### src/rtl/poly_mult_seq.sv
// rtl/poly_mult_seq.sv - sequencer that loads sparse locations, starts poly_mult and streams its result
module poly_mult_seq #(
   parameter int MAX_WEIGHT     = 75,
   parameter int LOG_MAX_WEIGHT = 7,
   parameter int M              = 15,
   parameter int ADDR_WIDTH     = 11,
   parameter int MEM_WIDTH      = 32,
   parameter int RESULT_WORDS   = 553,
   parameter int TIMEOUT        = 2**20
) (
   input  logic                      clk,
   input  logic                      rst,
   input  logic                      cmd_valid,
   output logic                      cmd_ready,
   input  logic [LOG_MAX_WEIGHT:0]   cmd_weight,
   input  logic                      loc_valid,
   output logic                      loc_ready,
   input  logic [M-1:0]              loc_data,
   output logic                      loc_wr_en,
   output logic [LOG_MAX_WEIGHT-1:0] loc_wr_addr,
   output logic [M-1:0]              loc_wr_data,
   output logic                      pm_start,
   output logic [LOG_MAX_WEIGHT:0]   pm_weight,
   input  logic                      pm_valid,
   output logic                      pm_rd_dout,
   output logic [ADDR_WIDTH-1:0]     pm_addr_result,
   input  logic [MEM_WIDTH-1:0]      pm_dout,
   output logic                      res_valid,
   input  logic                      res_ready,
   output logic [MEM_WIDTH-1:0]      res_data,
   output logic                      res_last,
   output logic                      busy,
   output logic                      done,
   output logic                      err
);

   localparam int WD_W = $clog2(TIMEOUT + 1);
   localparam logic [LOG_MAX_WEIGHT:0]   L_MAX_W    = (LOG_MAX_WEIGHT+1)'(MAX_WEIGHT);
   localparam logic [LOG_MAX_WEIGHT:0]   L_ONE_W    = (LOG_MAX_WEIGHT+1)'(1);
   localparam logic [LOG_MAX_WEIGHT-1:0] L_ONE_CNT  = LOG_MAX_WEIGHT'(1);
   localparam logic [WD_W-1:0]           L_WD_LAST  = WD_W'(TIMEOUT - 1);
   localparam logic [WD_W-1:0]           L_WD_ONE   = WD_W'(1);
   localparam logic [ADDR_WIDTH-1:0]     L_IDX_LAST = ADDR_WIDTH'(RESULT_WORDS - 1);
   localparam logic [ADDR_WIDTH-1:0]     L_IDX_ONE  = ADDR_WIDTH'(1);

   typedef enum logic [2:0] {
      S_IDLE, S_LOAD, S_START, S_WAIT, S_RADDR, S_RDATA, S_OUT
   } state_t;

   state_t                    r_state, w_next;
   logic [LOG_MAX_WEIGHT:0]   r_weight;
   logic [LOG_MAX_WEIGHT-1:0] r_loc_cnt;
   logic [WD_W-1:0]           r_wdog;
   logic [ADDR_WIDTH-1:0]     r_idx;
   logic [MEM_WIDTH-1:0]      r_res_data;
   logic                      r_pm_valid_q;
   logic                      r_done;
   logic                      r_err;

   logic w_weight_ok, w_loc_last, w_pm_rise, w_wd_expire, w_idx_last;

   assign w_weight_ok = (cmd_weight != '0) && (cmd_weight <= L_MAX_W);
   assign w_loc_last  = ({1'b0, r_loc_cnt} == (r_weight - L_ONE_W));
   // A level that was already high when WAIT began is not a completion.
   assign w_pm_rise   = pm_valid & ~r_pm_valid_q;
   assign w_wd_expire = (r_wdog == L_WD_LAST);
   assign w_idx_last  = (r_idx == L_IDX_LAST);

   assign pm_weight      = r_weight;
   assign pm_addr_result = r_idx;
   assign res_data       = r_res_data;
   assign done           = r_done;
   assign err            = r_err;

   // State register.
   always_ff @(posedge clk) begin
      if (rst) r_state <= S_IDLE;
      else     r_state <= w_next;
   end

   // Next-state and Moore/Mealy outputs.
   always_comb begin
      w_next      = r_state;
      cmd_ready   = 1'b0;
      loc_ready   = 1'b0;
      loc_wr_en   = 1'b0;
      loc_wr_addr = '0;
      loc_wr_data = '0;
      pm_start    = 1'b0;
      pm_rd_dout  = 1'b0;
      res_valid   = 1'b0;
      res_last    = 1'b0;
      busy        = 1'b1;
      case (r_state)
         S_IDLE: begin
            cmd_ready = 1'b1;
            busy      = 1'b0;
            if (cmd_valid && w_weight_ok) w_next = S_LOAD;
         end
         S_LOAD: begin
            loc_ready = 1'b1;
            if (loc_valid) begin
               loc_wr_en   = 1'b1;
               loc_wr_addr = r_loc_cnt;
               loc_wr_data = loc_data;
               if (w_loc_last) w_next = S_START;
            end
         end
         S_START: begin
            pm_start = 1'b1;
            w_next   = S_WAIT;
         end
         S_WAIT: begin
            if (w_pm_rise)        w_next = S_RADDR;
            else if (w_wd_expire) w_next = S_IDLE;
         end
         S_RADDR: begin
            pm_rd_dout = 1'b1;
            w_next     = S_RDATA;
         end
         S_RDATA: begin
            pm_rd_dout = 1'b1;
            w_next     = S_OUT;
         end
         S_OUT: begin
            pm_rd_dout = 1'b1;
            res_valid  = 1'b1;
            res_last   = w_idx_last;
            if (res_ready) w_next = w_idx_last ? S_IDLE : S_RADDR;
         end
         default: w_next = S_IDLE;
      endcase
   end

   // Job datapath: weight latch, location counter, watchdog, word index, output word and pulses.
   always_ff @(posedge clk) begin
      if (rst) begin
         r_weight     <= '0;
         r_loc_cnt    <= '0;
         r_wdog       <= '0;
         r_idx        <= '0;
         r_res_data   <= '0;
         r_pm_valid_q <= 1'b0;
         r_done       <= 1'b0;
         r_err        <= 1'b0;
      end else begin
         r_pm_valid_q <= pm_valid;
         r_done       <= 1'b0;
         r_err        <= 1'b0;
         case (r_state)
            S_IDLE: begin
               r_idx <= '0;
               if (cmd_valid) begin
                  if (w_weight_ok) begin
                     r_weight  <= cmd_weight;
                     r_loc_cnt <= '0;
                  end else begin
                     r_err <= 1'b1;
                  end
               end
            end
            S_LOAD:  if (loc_valid) r_loc_cnt <= r_loc_cnt + L_ONE_CNT;
            S_START: r_wdog <= '0;
            S_WAIT: begin
               r_wdog <= r_wdog + L_WD_ONE;
               if (!w_pm_rise && w_wd_expire) r_err <= 1'b1;
            end
            S_RDATA: r_res_data <= pm_dout;
            S_OUT: begin
               if (res_ready) begin
                  if (w_idx_last) begin
                     r_done <= 1'b1;
                     r_idx  <= '0;
                  end else begin
                     r_idx <= r_idx + L_IDX_ONE;
                  end
               end
            end
            default: ;
         endcase
      end
   end

endmodule

### config.mk
export PLATFORM = sky130hd
export DESIGN_NAME = poly_mult_seq
export DESIGN_NICKNAME = d
export VERILOG_FILES = /design/src/rtl/poly_mult_seq.sv
export SDC_FILE = /design/constraint.sdc
export NUM_CORES = 1
export LEC_CHECK = 0
export BUFFER_PORTS_ARGS = -buffer_cell sky130_fd_sc_hd__buf_2
export CAP_MARGIN = 0
export CORE_ASPECT_RATIO = 0.6
export CORE_UTILIZATION = 50
export DETAILED_ROUTE_END_ITERATION = 16
export PLACE_DENSITY = 0.8
export SYNTH_ARGS = -nofsm -noshare
export SYNTH_HDL_FRONTEND = slang
export SYNTH_SLANG_ARGS = --single-unit
### constraint.sdc
create_clock -name clk -period 2.3 [get_ports clk]
set_clock_uncertainty 0.15 [all_clocks]
set_input_delay 0.23 -clock clk [delete_from_list [all_inputs] [get_ports clk]]
set_output_delay 0.23 -clock clk [all_outputs]
set_load 0.1 [all_outputs]
==> impl_metrics.ini <==
[grt]
grt_usage = 0.317
grt-ovfl-total = 0
grt_pass1_wl_mm = 20.9
grt_pass1_vias = 4221
grt_max_degree = 44
grt_antenna_before_repair = 0

[place]
place_hpwl_mm = 8.47
dp_slack_ns = 0.145
post_dp_cell_area_um2 = 5320
port-buffer-count = 143
place_inst = 744
gp_congestion = 0.826

[sta]
max_freq_ghz = 0.447
slew_viol_final = 0
setup_viol_count_final = 0
period_needed_ns = 2.24
rsz0062_at_grt = false
setup_tns_ns = 0
hold_viol_final = 0
timing.final.crit_share = 0.973
max-slew-margin-rel = 0.648
final.setup.worst_slack_ns = 0.0627
worst_pin_slew_ns = 0.525

[floorplanning]
ioPinCount = 144
initial_core_util = 0.534
die_h_um = 71.5
die_w_um = 118
core_area_um2 = 7540
dieArea_um2 = 8430
std_cell_rows = 24

[synthesis]
avgSynthCellArea_um2 = 7.87
seq_area_frac_synth = 0.422
ys.flop_type = dfxtp_1
syn_nets = 578
synthTopCellsByArea = dfxtp_1 42%, nand2_1 8.9%, a21oi_1 5.8%, and3_1 4.8%, nor2_1 4.6%
syn_inst = 512
synth.distinct_cells = 51
synth_edf_count = 0
synth_top_cell_by_area = dfxtp_1
synth_common_cells = 95 x nand2_1, 85 x dfxtp_1, 49 x nor2_1
synth_most_common_cell = nand2_1
yosysWarnings = 0
synth_top_area_frac = 0.422
synth-seq-cells = 85
async_reset_ff_frac = 0
syn_area_um2 = 4030

[routing]
drc = 0
totalWireLength_mm = 13.3
wl_per_cell_um = 16.8
firstDrtPassIters = 7
drtAntennaViolNets = 0
viasPerCell = 5.79
vias = 4571
drt_iter0_drc = 471

[worst_setup_path]
path_buf_inv = 0
reg2reg_depth = 7
path_cells = ha_2 -> and3_2 -> nand3_1 -> or4_1 -> nand2_1 -> a311oi_1 -> a41o_1
cp_max_fo = 4
crit_type = reg -> reg
rrSetupSlack_ns = 0.06
cp.arrival_ns = 2.33
worst_r2r_endpoint = r_state[1]
cp_slowest_cell = or4_1
critPathMaxStageDelay_ns = 0.54
crit_family = simple AND/OR/NAND/NOR gates
worstPathRequired_ns = 2.39
timing.rr.start = r_wdog[1]
start_kind = register
cp-end-kind = register

[hold_path]
hold_end = res_data[12]
holdCritStartpoint = pm_dout[12]
hp-class = in -> reg
hold_depth = 3

[clock_tree]
cts_made_buffers = 9
htree_levels = 3
clk_latency_ns = 0.34
cts.path.max_buffers = 2
post_cts_buffers = 0
path_clk_slew_ns = 0.06
root_buffer = clkbuf_16
cts_tree = done
clock_sinks = 85

[final_layout]
areaGrowthSynthToFinish_pct = 47.8
post-route-cell-area_um2 = 5950
diodes = 0
fin_nets = 747
fillers = 468
layout.cells.non_filler = 790
drive_above_1_share = 0.327

[run]
max_cap_viol_count = 0

[pwr]
p_leak_nw = 2.54
power_mw = 3.85
power.density_nw_per_um2 = 646
peakVddDrop_v = 0.000449

[status]
outcome = finished, final reports clean
[cells in the final DEF (no fill, tap or decap), types with 6 or more instances in the layout]
master         count
a21oi_1           47
xnor2_1           11
buf_2            117
a22oi_1            7
buf_4             12
o21ai_0            7
dlygate4sd3_1     30
and3_2            12
and3_4             9
dfxtp_1           73
mux2_2             6
mux2i_1            9
and3_1            10
inv_1             14
nor2_1            48
clkbuf_16          9
nor3_1            12
nand2_1           94
nand4_1            8
nand3_1           25
xor2_1            13
dfxtp_2           10
buf_12            25
[state kept, by name (all words and copies together) (netlist names)]
| signal | cells |
|---|---|
| res_data | 32 |
| r_wdog | 21 |
| pm_addr_result | 11 |
| pm_weight | 8 |
| r_loc_cnt | 7 |
| r_state | 3 |
| done | 1 |
| err | 1 |
| r_pm_valid_q | 1 |
[metrics by stage]
step	hold slack [ns]	utilization
after detailed placement	0.295	0.706
after global routing	0.0107	0.790
after floorplan	0.208	-
after global placement	0.289	0.706
final	0.00599	0.790
after CTS	0.00240	0.786
[routing by layer]
layer | routed length [µm] | share of wire | vias up | GRT usage
li1 | - | - | 2115 | -
met1 | 5610 | 0.42 | 2139 | 0.401
met2 | 6140 | 0.46 | 248 | 0.514
met3 | 981 | 0.074 | 69 | 0.0804
met4 | 568 | 0.043 | 0 | 0.152
met5 | 0 | 0 | - | 0
[logic make-up (layout without fill, tap and decap cells)]
logic type | Yosys count | count (layout) | share of synthesized area
fa+ha+maj | 5 | 5 | 0.0155
flops | 85 | 85 | 0.422
mux | 15 | 15 | 0.0391
xor+xnor | 24 | 24 | 0.0522
compound gates | 86 | 86 | 0.130
simple gates | 254 | 254 | 0.298
buf+inv | 43 | 217 | 0.0435
[area by class of cell]
type / instances / area (µm²) / share of cell area
repair buffers: 185 / 1480 / 0.249
clock buffers: 11 / 243 / 0.0408
multi-input cells: 384 / 2250 / 0.378
inverters: 16 / 66.3 / 0.0111
flip-flops and latches: 85 / 1720 / 0.289
clock inverters: 5 / 58.8 / 0.00988
well taps: 104 / 130 / 0.0219
[worst min-delay path, delay by kind of cell]
family	cells	cell delay, ns
AOI/OAI and AO/OA	1	0.06
and+or+nand+nor	1	0.06
buffers and inverters	1	0.10
[worst max path at each step]
stage	startpoint	endpoint	slack, ns	cells after the start
floorplan	pm_addr_result[9]	done	-0.02	3
global placement	r_wdog[0]	r_state[1]	0.27	7
detailed placement	r_wdog[0]	r_state[1]	0.14	7
CTS	r_state[2]	pm_start	0.03	4
global route	r_wdog[1]	r_state[1]	0.02	7
finish	r_wdog[1]	r_state[1]	0.06	7
[report_power, final]
| group | switching, mW | internal [mW] | total (mW) |
|---|---|---|---|
| registers | 0.0321 | 1.49 | 1.53 |
| clock network | 0.589 | 0.873 | 1.46 |
| logic | 0.572 | 0.288 | 0.861 |
| total | 1.19 | 2.65 | 3.85 |
[repair_timing]
| action | CTS | global route |
|---|---|---|
| hold buffers | 30 | 0 |
| resized for setup | 2 | 10 |
| pin swaps | 0 | 0 |
| cloned | 0 | 0 |
| setup endpoints to repair | 2 | 8 |
| hold endpoints to repair | 30 | 0 |
Note: power is estimated with default switching activity, not from simulation.
